[src/rtl/product_display_pkg.sv]
`default_nettype none
// +------------------------------------------------------------------+
// | product_display_pkg: shared types/constants for BCD product view |
// | Revision: 1.0                                                    |
// +------------------------------------------------------------------+
package product_display_pkg;

  typedef enum logic [0:0] {
    IDLE    = 1'b0,
    CONVERT = 1'b1
  } state_t;

  localparam logic [1:0] SLOT_HUND  = 2'd0;
  localparam logic [1:0] SLOT_TENS  = 2'd1;
  localparam logic [1:0] SLOT_UNITS = 2'd2;
  localparam logic [1:0] SLOT_BLANK = 2'd3;

  // Segment patterns, bit order gfedcba, active-high
  localparam logic [6:0] SEG_0 = 7'b0111111;
  localparam logic [6:0] SEG_1 = 7'b0000110;
  localparam logic [6:0] SEG_2 = 7'b1011011;
  localparam logic [6:0] SEG_3 = 7'b1001111;
  localparam logic [6:0] SEG_4 = 7'b1100110;
  localparam logic [6:0] SEG_5 = 7'b1101101;
  localparam logic [6:0] SEG_6 = 7'b1111101;
  localparam logic [6:0] SEG_7 = 7'b0000111;
  localparam logic [6:0] SEG_8 = 7'b1111111;
  localparam logic [6:0] SEG_9 = 7'b1101111;

endpackage
`default_nettype wire

[src/rtl/bcd_to_seg7.sv]
`default_nettype none
// +------------------------------------------------------------------+
// | bcd_to_seg7: BCD digit to 7-segment decoder with blank override  |
// | Revision: 1.0                                                    |
// +------------------------------------------------------------------+
module bcd_to_seg7
  import product_display_pkg::*;
(
  input  logic [3:0] digit_i,
  input  logic       blank_i,
  output logic [6:0] seg_o
);

  always_comb begin
    seg_o = 7'b0000000;
    if (!blank_i) begin
      case (digit_i)
        4'd0:    seg_o = SEG_0;
        4'd1:    seg_o = SEG_1;
        4'd2:    seg_o = SEG_2;
        4'd3:    seg_o = SEG_3;
        4'd4:    seg_o = SEG_4;
        4'd5:    seg_o = SEG_5;
        4'd6:    seg_o = SEG_6;
        4'd7:    seg_o = SEG_7;
        4'd8:    seg_o = SEG_8;
        4'd9:    seg_o = SEG_9;
        default: seg_o = 7'b0000000;
      endcase
    end
  end

endmodule
`default_nettype wire

[src/rtl/product_bcd_display.sv]
`default_nettype none
// +------------------------------------------------------------------+
// | product_bcd_display: sequential double-dabble + muxed 7-seg scan |
// | Revision: 1.0                                                    |
// +------------------------------------------------------------------+
module product_bcd_display
  import product_display_pkg::*;
#(
  parameter int WIDTH  = 8,
  parameter int DIGITS = 3,
  parameter int DWELL  = 4_000_000
) (
  input  logic                  clk,
  input  logic                  rst,
  input  logic                  start,
  input  logic [WIDTH-1:0]      value,
  output logic                  busy,
  output logic                  done,
  output logic [4*DIGITS-1:0]   bcd,
  output logic [6:0]            seg,
  output logic                  dp,
  output logic [1:0]            digit_sel
);

  localparam int ITER_W  = (WIDTH > 1) ? $clog2(WIDTH) : 1;
  localparam int DWELL_W = (DWELL > 1) ? $clog2(DWELL) : 1;
  localparam int BCD_W   = 4 * DIGITS;

  state_t               state_q, state_d;
  logic [WIDTH-1:0]     shift_q;
  logic [BCD_W-1:0]     work_q;
  logic [ITER_W-1:0]    iter_q;
  logic [BCD_W-1:0]     bcd_q;
  logic                 done_q;
  logic                 valid_q;
  logic [DWELL_W-1:0]   dwell_q;
  logic [1:0]           sel_q;
  logic [6:0]           seg_q;

  logic [BCD_W-1:0]     w_adj;
  logic [BCD_W-1:0]     w_shifted;
  logic                 w_last;
  logic [3:0]           w_hund, w_tens, w_units;
  logic [3:0]           w_digit;
  logic                 w_blank;
  logic [6:0]           w_seg;

  assign w_last = (state_q == CONVERT) && (iter_q == ITER_W'(WIDTH - 1));

  // Add-3 correction on every nibble >= 5 precedes each shift
  for (genvar g = 0; g < DIGITS; g++) begin : g_adj
    assign w_adj[4*g +: 4] = (work_q[4*g +: 4] >= 4'd5) ? work_q[4*g +: 4] + 4'd3
                                                        : work_q[4*g +: 4];
  end

  assign w_shifted = (w_adj << 1) | {{(BCD_W-1){1'b0}}, shift_q[WIDTH-1]};

  always_ff @(posedge clk or posedge rst) begin
    if (rst) state_q <= IDLE;
    else     state_q <= state_d;
  end

  always_comb begin
    state_d = state_q;
    case (state_q)
      IDLE:    if (start)  state_d = CONVERT;
      CONVERT: if (w_last) state_d = IDLE;
      default:             state_d = IDLE;
    endcase
  end

  always_comb begin
    busy = (state_q == CONVERT);
  end

  always_ff @(posedge clk or posedge rst) begin
    if (rst) begin
      shift_q <= '0;
      work_q  <= '0;
      iter_q  <= '0;
      bcd_q   <= '0;
      done_q  <= 1'b0;
      valid_q <= 1'b0;
    end else begin
      done_q <= 1'b0;
      if (state_q == IDLE && start) begin
        shift_q <= value;
        work_q  <= '0;
        iter_q  <= '0;
      end else if (state_q == CONVERT) begin
        work_q  <= w_shifted;
        shift_q <= shift_q << 1;
        iter_q  <= iter_q + ITER_W'(1);
        if (w_last) begin
          bcd_q   <= w_shifted;
          done_q  <= 1'b1;
          valid_q <= 1'b1;
        end
      end
    end
  end

  // Scanner restarts at the hundreds slot whenever a fresh result lands
  always_ff @(posedge clk or posedge rst) begin
    if (rst) begin
      dwell_q <= '0;
      sel_q   <= SLOT_HUND;
      seg_q   <= 7'b0000000;
    end else begin
      seg_q <= w_seg;
      if (w_last) begin
        dwell_q <= '0;
        sel_q   <= SLOT_HUND;
      end else if (dwell_q == DWELL_W'(DWELL - 1)) begin
        dwell_q <= '0;
        sel_q   <= sel_q + 2'd1;
      end else begin
        dwell_q <= dwell_q + DWELL_W'(1);
      end
    end
  end

  assign w_hund  = bcd_q[BCD_W-1 -: 4];
  assign w_tens  = bcd_q[BCD_W-5 -: 4];
  assign w_units = bcd_q[3:0];

  always_comb begin
    w_digit = w_units;
    w_blank = !valid_q;
    case (sel_q)
      SLOT_HUND: begin
        w_digit = w_hund;
        w_blank = w_blank || (w_hund == 4'd0);
      end
      SLOT_TENS: begin
        w_digit = w_tens;
        w_blank = w_blank || (w_hund == 4'd0 && w_tens == 4'd0);
      end
      SLOT_UNITS: w_digit = w_units;
      default:    w_blank = 1'b1;
    endcase
  end

  bcd_to_seg7 u_seg7 (
    .digit_i (w_digit),
    .blank_i (w_blank),
    .seg_o   (w_seg)
  );

  assign done      = done_q;
  assign bcd       = bcd_q;
  assign seg       = seg_q;
  assign dp        = 1'b0;
  assign digit_sel = sel_q;

endmodule
`default_nettype wire

[config.mk]
export PLATFORM = sky130hd
export DESIGN_NAME = product_bcd_display
export DESIGN_NICKNAME = d
export VERILOG_FILES = /design/src/rtl/product_display_pkg.sv /design/src/rtl/bcd_to_seg7.sv /design/src/rtl/product_bcd_display.sv
export SDC_FILE = /design/constraint.sdc
export NUM_CORES = 1
export LEC_CHECK = 0
export CAP_MARGIN = 40
export CORE_ASPECT_RATIO = 1.75
export CORE_UTILIZATION = 45
export CTS_CLUSTER_SIZE = 40
export DETAILED_ROUTE_END_ITERATION = 16
export HOLD_SLACK_MARGIN = 0.02
export PLACE_DENSITY = 0.66
export SLEW_MARGIN = 20
export SYNTH_ARGS = -nofsm -noshare
export SYNTH_HDL_FRONTEND = slang
export SYNTH_SLANG_ARGS = --single-unit
[constraint.sdc]
create_clock -name clk -period 5.4 [get_ports clk]
set_input_delay 1.08 -clock clk [delete_from_list [all_inputs] [get_ports clk]]
set_output_delay 1.08 -clock clk [all_outputs]
set_load 0.01 [all_outputs]
Word level (Yosys, flattened, before mapping)
Memory sizes are Yosys's and may differ from the RTL's.
Index checks and enable logic that the tools add are counted.
- bits in registers: 69
- ROM bits: 112
- output and inout bits: 24
- word-level logic and storage cells: 61
- memories: 1
- memory list (memory ; words ; bits a word ; rd ports ; clocked after Yosys merged registers in ; wr ports ; line ; RTL):
    (name not given) ; 16 ; 7 ; 1 ; 0 ; 0 ; bcd_to_seg7.sv:17 ; case (digit_i)
- add/subtract/negate cells: 6
- order comparisons: 3
- equal/unequal tests: 4
- multiplexer cells: 22
- bitwise logic cells: 3
- reduce and logical (&&, ||, !) cells: 12
- operators by type and width (cell ; count):
    $mux 22 ; 2
    $mux 12 ; 2
    $add 22x1->22 const B ; 1
    $eq 22x22->1 const B ; 1
    $mux 8 ; 2
    $ge 4x3->1 const B ; 3
    $or 12x1->12 ; 1
    $mux 3 ; 3
    $add 4x2->4 const B ; 2
    $logic_not 4->1 ; 2
    $mux 4 ; 2
    $pmux 4 s2 ; 1
    $mux 7 ; 1
    $mux 1 ; 5
    $mux 2 ; 2
    $reduce_bool 2->1 ; 2
    $add 3x1->3 const B ; 1
    $add 3x2->3 const B ; 1
    $eq 3x3->1 const B ; 1
    $logic_and 1x1->1 ; 3
    $pmux 1 s3 ; 1
    $reduce_and 3->1 ; 1
    $add 2x1->2 const B ; 1
    $eq 2x1->1 const B ; 1
    other kinds (6) ; 8

Longest topological paths before layout
- depth after elaboration: 5
- depth in mapped cells: 9
- mapped depth without buffers: 9

Hierarchy
Synthesis repeated with hierarchy kept, for this count alone.
- cell total of the unflattened synthesis: 354
- area, all modules: 3502.1 um^2
- modules (own cells, without submodules) (module ; times used ; cells an instance ; area an instance (um^2) ; sequential area each (um^2)):
    product_bcd_display ; 1 ; 323 ; 3271.9 ; 1726.7
    bcd_to_seg7 ; 1 ; 31 ; 230.2 ; 0.0

Worst setup path after synthesis
OpenSTA, ideal clock, no wires.
- path kind: register -> register
- start point: register sel_q[0] (netlist: digit_sel[0])
- end point: register seg_q[0] (netlist: seg[0])
- arrival time: 1.917 ns
- data required time: 5.322 ns
- path slack: 3.406 ns
- stages on the path, launching flop included: 10
- buffers on the path: 0
- cells stage by stage: dfrtp_1 > inv_1 > ha_1 > a22o_2 > a21oi_1 > inv_1 > ha_1 > nor2b_1 > o21ai_0 > a21oi_1
- cells in the longest elaborated chain, start to end: 4
- elaborated cells on any way between the ends: 7
- ends and longest elaborated chain (item ; line ; RTL):
    start, declared ; product_bcd_display.sv:37 ; logic [1:0] sel_q;
    start signal, assigned ; product_bcd_display.sv:116 ; sel_q <= sel_q + 2'd1;
    $eq 2x1->1 / $logic_not 2->1 (equally long branches) ; product_bcd_display.sv:130 ; case (sel_q)
    $pmux 4 s2 ; product_bcd_display.sv:130 ;
    $mem_v2 16x7 ; - ;
    $mux 7 (*) ; bcd_to_seg7.sv:16 ; if (!blank_i) begin
    via u_seg7.seg_o[0] ; bcd_to_seg7.sv:11 ; output logic [6:0] seg_o
    end signal, assigned ; product_bcd_display.sv:110 ; seg_q <= w_seg;
    end, declared ; product_bcd_display.sv:38 ; logic [6:0] seg_q;
The timed path passes the listed nets; every way through them passes the cells marked *.
A chain may end at the register's enable or synchronous reset.

Worst setup path in the final report
- start point: register state_q (netlist: busy)
- end point: output port busy
- RTL lines (item ; line ; RTL):
    start, declared ; product_bcd_display.sv:29 ; state_t state_q, state_d;
    start signal, assigned ; product_bcd_display.sv:60 ; else state_q <= state_d;
    end, declared ; product_bcd_display.sv:17 ; output logic busy,
No word-level cell between the ends.

==> impl_metrics.json <==
{
  "diodes": 0,
  "grt_usage": 0.193,
  "vias": 2570,
  "numCtsBuffers": 9,
  "die_h_um": 118,
  "grt_pass1_vias": 2581,
  "clock_skew_ps": 6.34,
  "sw_frac_of_total": 0.356,
  "multi_input_area_um2": 1580,
  "viasPerCell": 5.40,
  "drtAntennaViolNets": 0,
  "crit_arrival_ps": 1850,
  "crit_end": "busy",
  "n_fill_cell": 683,
  "path_clk_slew_ps": 50,
  "drc_errors": 0,
  "hold_viol": 0,
  "cts-root-buf": "clkbuf_16",
  "post_cts_resized": 0,
  "drv_cap": 0,
  "grt_pass1_wl_um": 11700,
  "async_flop_share": 1.00,
  "worstMarginPinSlew_ps": 665,
  "synth_warnings": 0,
  "startpoint": "busy",
  "yosysSeqAreaShare": 0.502,
  "maxSlewHeadroom": 0.555,
  "cts_tree": "yes",
  "die_w_um": 68.1,
  "reg2reg_from": "iter_q[0]",
  "drt_iter0_markers": 82,
  "slowest_stage": "dfrtp_1",
  "die_area_um2": 8010,
  "core_area_um2": 7280,
  "grt_max_degree": 39,
  "endpoint_kind": "primary output",
  "critical_path_class": "register to primary output",
  "outcome": "completed",
  "fin_setup_tns_ps": 0,
  "final-seq-area_um2": 1730,
  "switchingPower_w": 0.000797,
  "cts.sinks": 69,
  "routabilityCongestion": 0.814,
  "wl_um": 6820,
  "crit_chain": "buf_4, clkdlybuf4s50_1",
  "total_power_w": 0.00224,
  "setup-violations-final": 0,
  "max_freq_mhz": 341,
  "initial_core_util": 0.472,
  "rsz0062_at_grt": "no",
  "startpoint_type": "register",
  "syn_area_um2": 3440,
  "areaGrowthSynthToFinish_pct": 19.6,
  "final_nets": 415,
  "dr.pass1.iters": 4,
  "period_minus_slack_ps": 2930,
  "avgSynthCellArea_um2": 9.78,
  "cts_max_level": 3,
  "crit_fanout": 19,
  "cts_setup_buffers": 0,
  "pwr-share-seq": 0.380,
  "synth_cell_types": 38,
  "max_stage_delay_ps": 690,
  "synth.net_count": 381,
  "overflow": 0,
  "drive_gt1_frac": 0.0692,
  "cp_data_required_time_ps": 4320,
  "antenna_found_initial": 0,
  "synth_top_flop_cell": "dfrtp_1",
  "fin_crit_sh": 0.543,
  "power_density_nw_per_um2": 544,
  "io_buffer_count": 33,
  "dpl.hpwl_um": 4840,
  "p_leak_nw": 1.91,
  "power_frac_clock": 0.243,
  "synth_edf_count": 0,
  "rrSetupSlack_ps": 2930,
  "internal_power_w": 0.00144,
  "rows": 41,
  "postSynthCellCount": 352,
  "ys_seq_elements": 69,
  "reg2reg_depth": 6,
  "rr_endpoint": "dwell_q[12]",
  "clk_path_buf_depth": 2,
  "hold_path.class": "register to register",
  "cts_hold_buf": 0,
  "post_drt_wl_per_cell_um": 14.3,
  "slew_violations": 0,
  "ioPinCount": 35,
  "p_comb_frac": 0.377,
  "ir_worst_vdd_v": 0.000277,
  "clock_latency_ps": 330
}
## synth_stat cells (4+ instances only)
cell / instances / area, um^2
dfrtp_1: 69 / 1730
nand2_1: 53 / 199
nor2_1: 36 / 135
o21ai_0: 31 / 155
a21oi_1: 19 / 95.1
ha_1: 18 / 225
inv_1: 14 / 52.6
xor2_1: 14 / 123
mux2i_1: 12 / 120
xnor2_1: 10 / 87.6
clkbuf_1: 8 / 30.0
nand3_1: 7 / 35.0
nand4_1: 7 / 43.8
nand2b_1: 6 / 37.5
and3_1: 5 / 31.3
nor3b_1: 5 / 37.5
a22o_2: 4 / 40.0
## per-stage QoR
step	hold slack, ps	cell area, um^2	setup WS (ps)	utilization	cells
2_1_floorplan	435	3440	2580	-	352
3_3_place_gp	468	3810	2590	0.524	460
6_report	482	4110	2470	0.565	476
4_1_cts	490	4090	2450	0.562	475
5_1_grt	510	4110	2380	0.565	476
3_5_place_dp	477	3810	2550	0.524	460
## worst max-delay path: cells and delay by family, from the launching register on
kind     cells  cell delay [ps]
buf+inv      2              830
flops        1              690
## cells by family after synthesis
logic type	synth area share
simple gates	0.193
mux	0.0382
xor+xnor	0.0611
buf+inv	0.0382
other cells	0.00109
compound gates	0.101
flops	0.502
fa+ha+maj	0.0655
## power groups by stage
stage	Combinational [W]	Sequential, W	Clock, W
after floorplan	0.000577	0.000840	0
after global placement	0.000822	0.000855	0
after detailed placement	0.000850	0.000860	0
after CTS	0.000854	0.000854	0.000552
after global routing	0.000971	0.000875	0.000572
final	0.000844	0.000851	0.000543
## worst min path at each step
stage / start / endpoint / slack [ps] / cells past startpoint
6_report: shift_q[0] / shift_q[1] / 480 / 2
5_1_grt: shift_q[0] / shift_q[1] / 510 / 2
4_1_cts: valid_q / valid_q / 490 / 1
3_5_place_dp: valid_q / valid_q / 480 / 1
3_3_place_gp: shift_q[0] / shift_q[1] / 470 / 2
2_1_floorplan: valid_q / valid_q / 440 / 1
## cell usage in the layout, fill, tap and decap left out, types with 2 or more instances in the layout
cell type        Yosys  layout
clkbuf_16            0       9
clkbuf_1             8       2
or3_1                2       2
nand2b_1             6       6
o31ai_1              2       2
nor3_1               2       2
nand2_1             53      53
nor4_1               2       2
buf_4                1       2
xor2_1              14      14
nand3_1              7       7
a22o_2               4       4
or2_2                3       3
xnor2_1             10      10
a21oi_1             19      19
nor2_1              36      36
dfrtp_1             69      69
clkdlybuf4s50_1      0      33
nor4_2               2       2
nand4_1              7       7
nand3b_1             2       2
o21ai_0             31      31
nor3b_1              5       5
and3_1               5       5
and2_1               3       3
a22o_1               3       3
clkbuf_8             1       3
inv_1               14      13
mux2i_1             12      12
ha_1                18      18
## state kept, by name (all words and copies together) (netlist names)
signal / count
bcd: 12
busy: 1
digit_sel: 2
done: 1
dwell_q: 22
iter_q: 3
seg: 7
shift_q: 8
valid_q: 1
work_q: 12
## area by class of cell
cell class,count,share of cell area
multi-input combinational,256,0.385
sequential,69,0.420
inverter,14,0.0128
tap,86,0.0262
clock inverter,1,0.00122
clock buffer,14,0.0666
timing repair buffer,36,0.0888
## metal layers
| layer | track usage | vias to the layer above | share of wire |
|---|---|---|---|
| li1 | - | 1254 | - |
| met1 | 0.218 | 1236 | 0.41 |
| met2 | 0.324 | 62 | 0.52 |
| met3 | 0.0446 | 18 | 0.039 |
| met4 | 0.100 | 0 | 0.029 |
| met5 | 0 | - | 0 |
No activity file was read; power rests on OpenSTA's default activity.
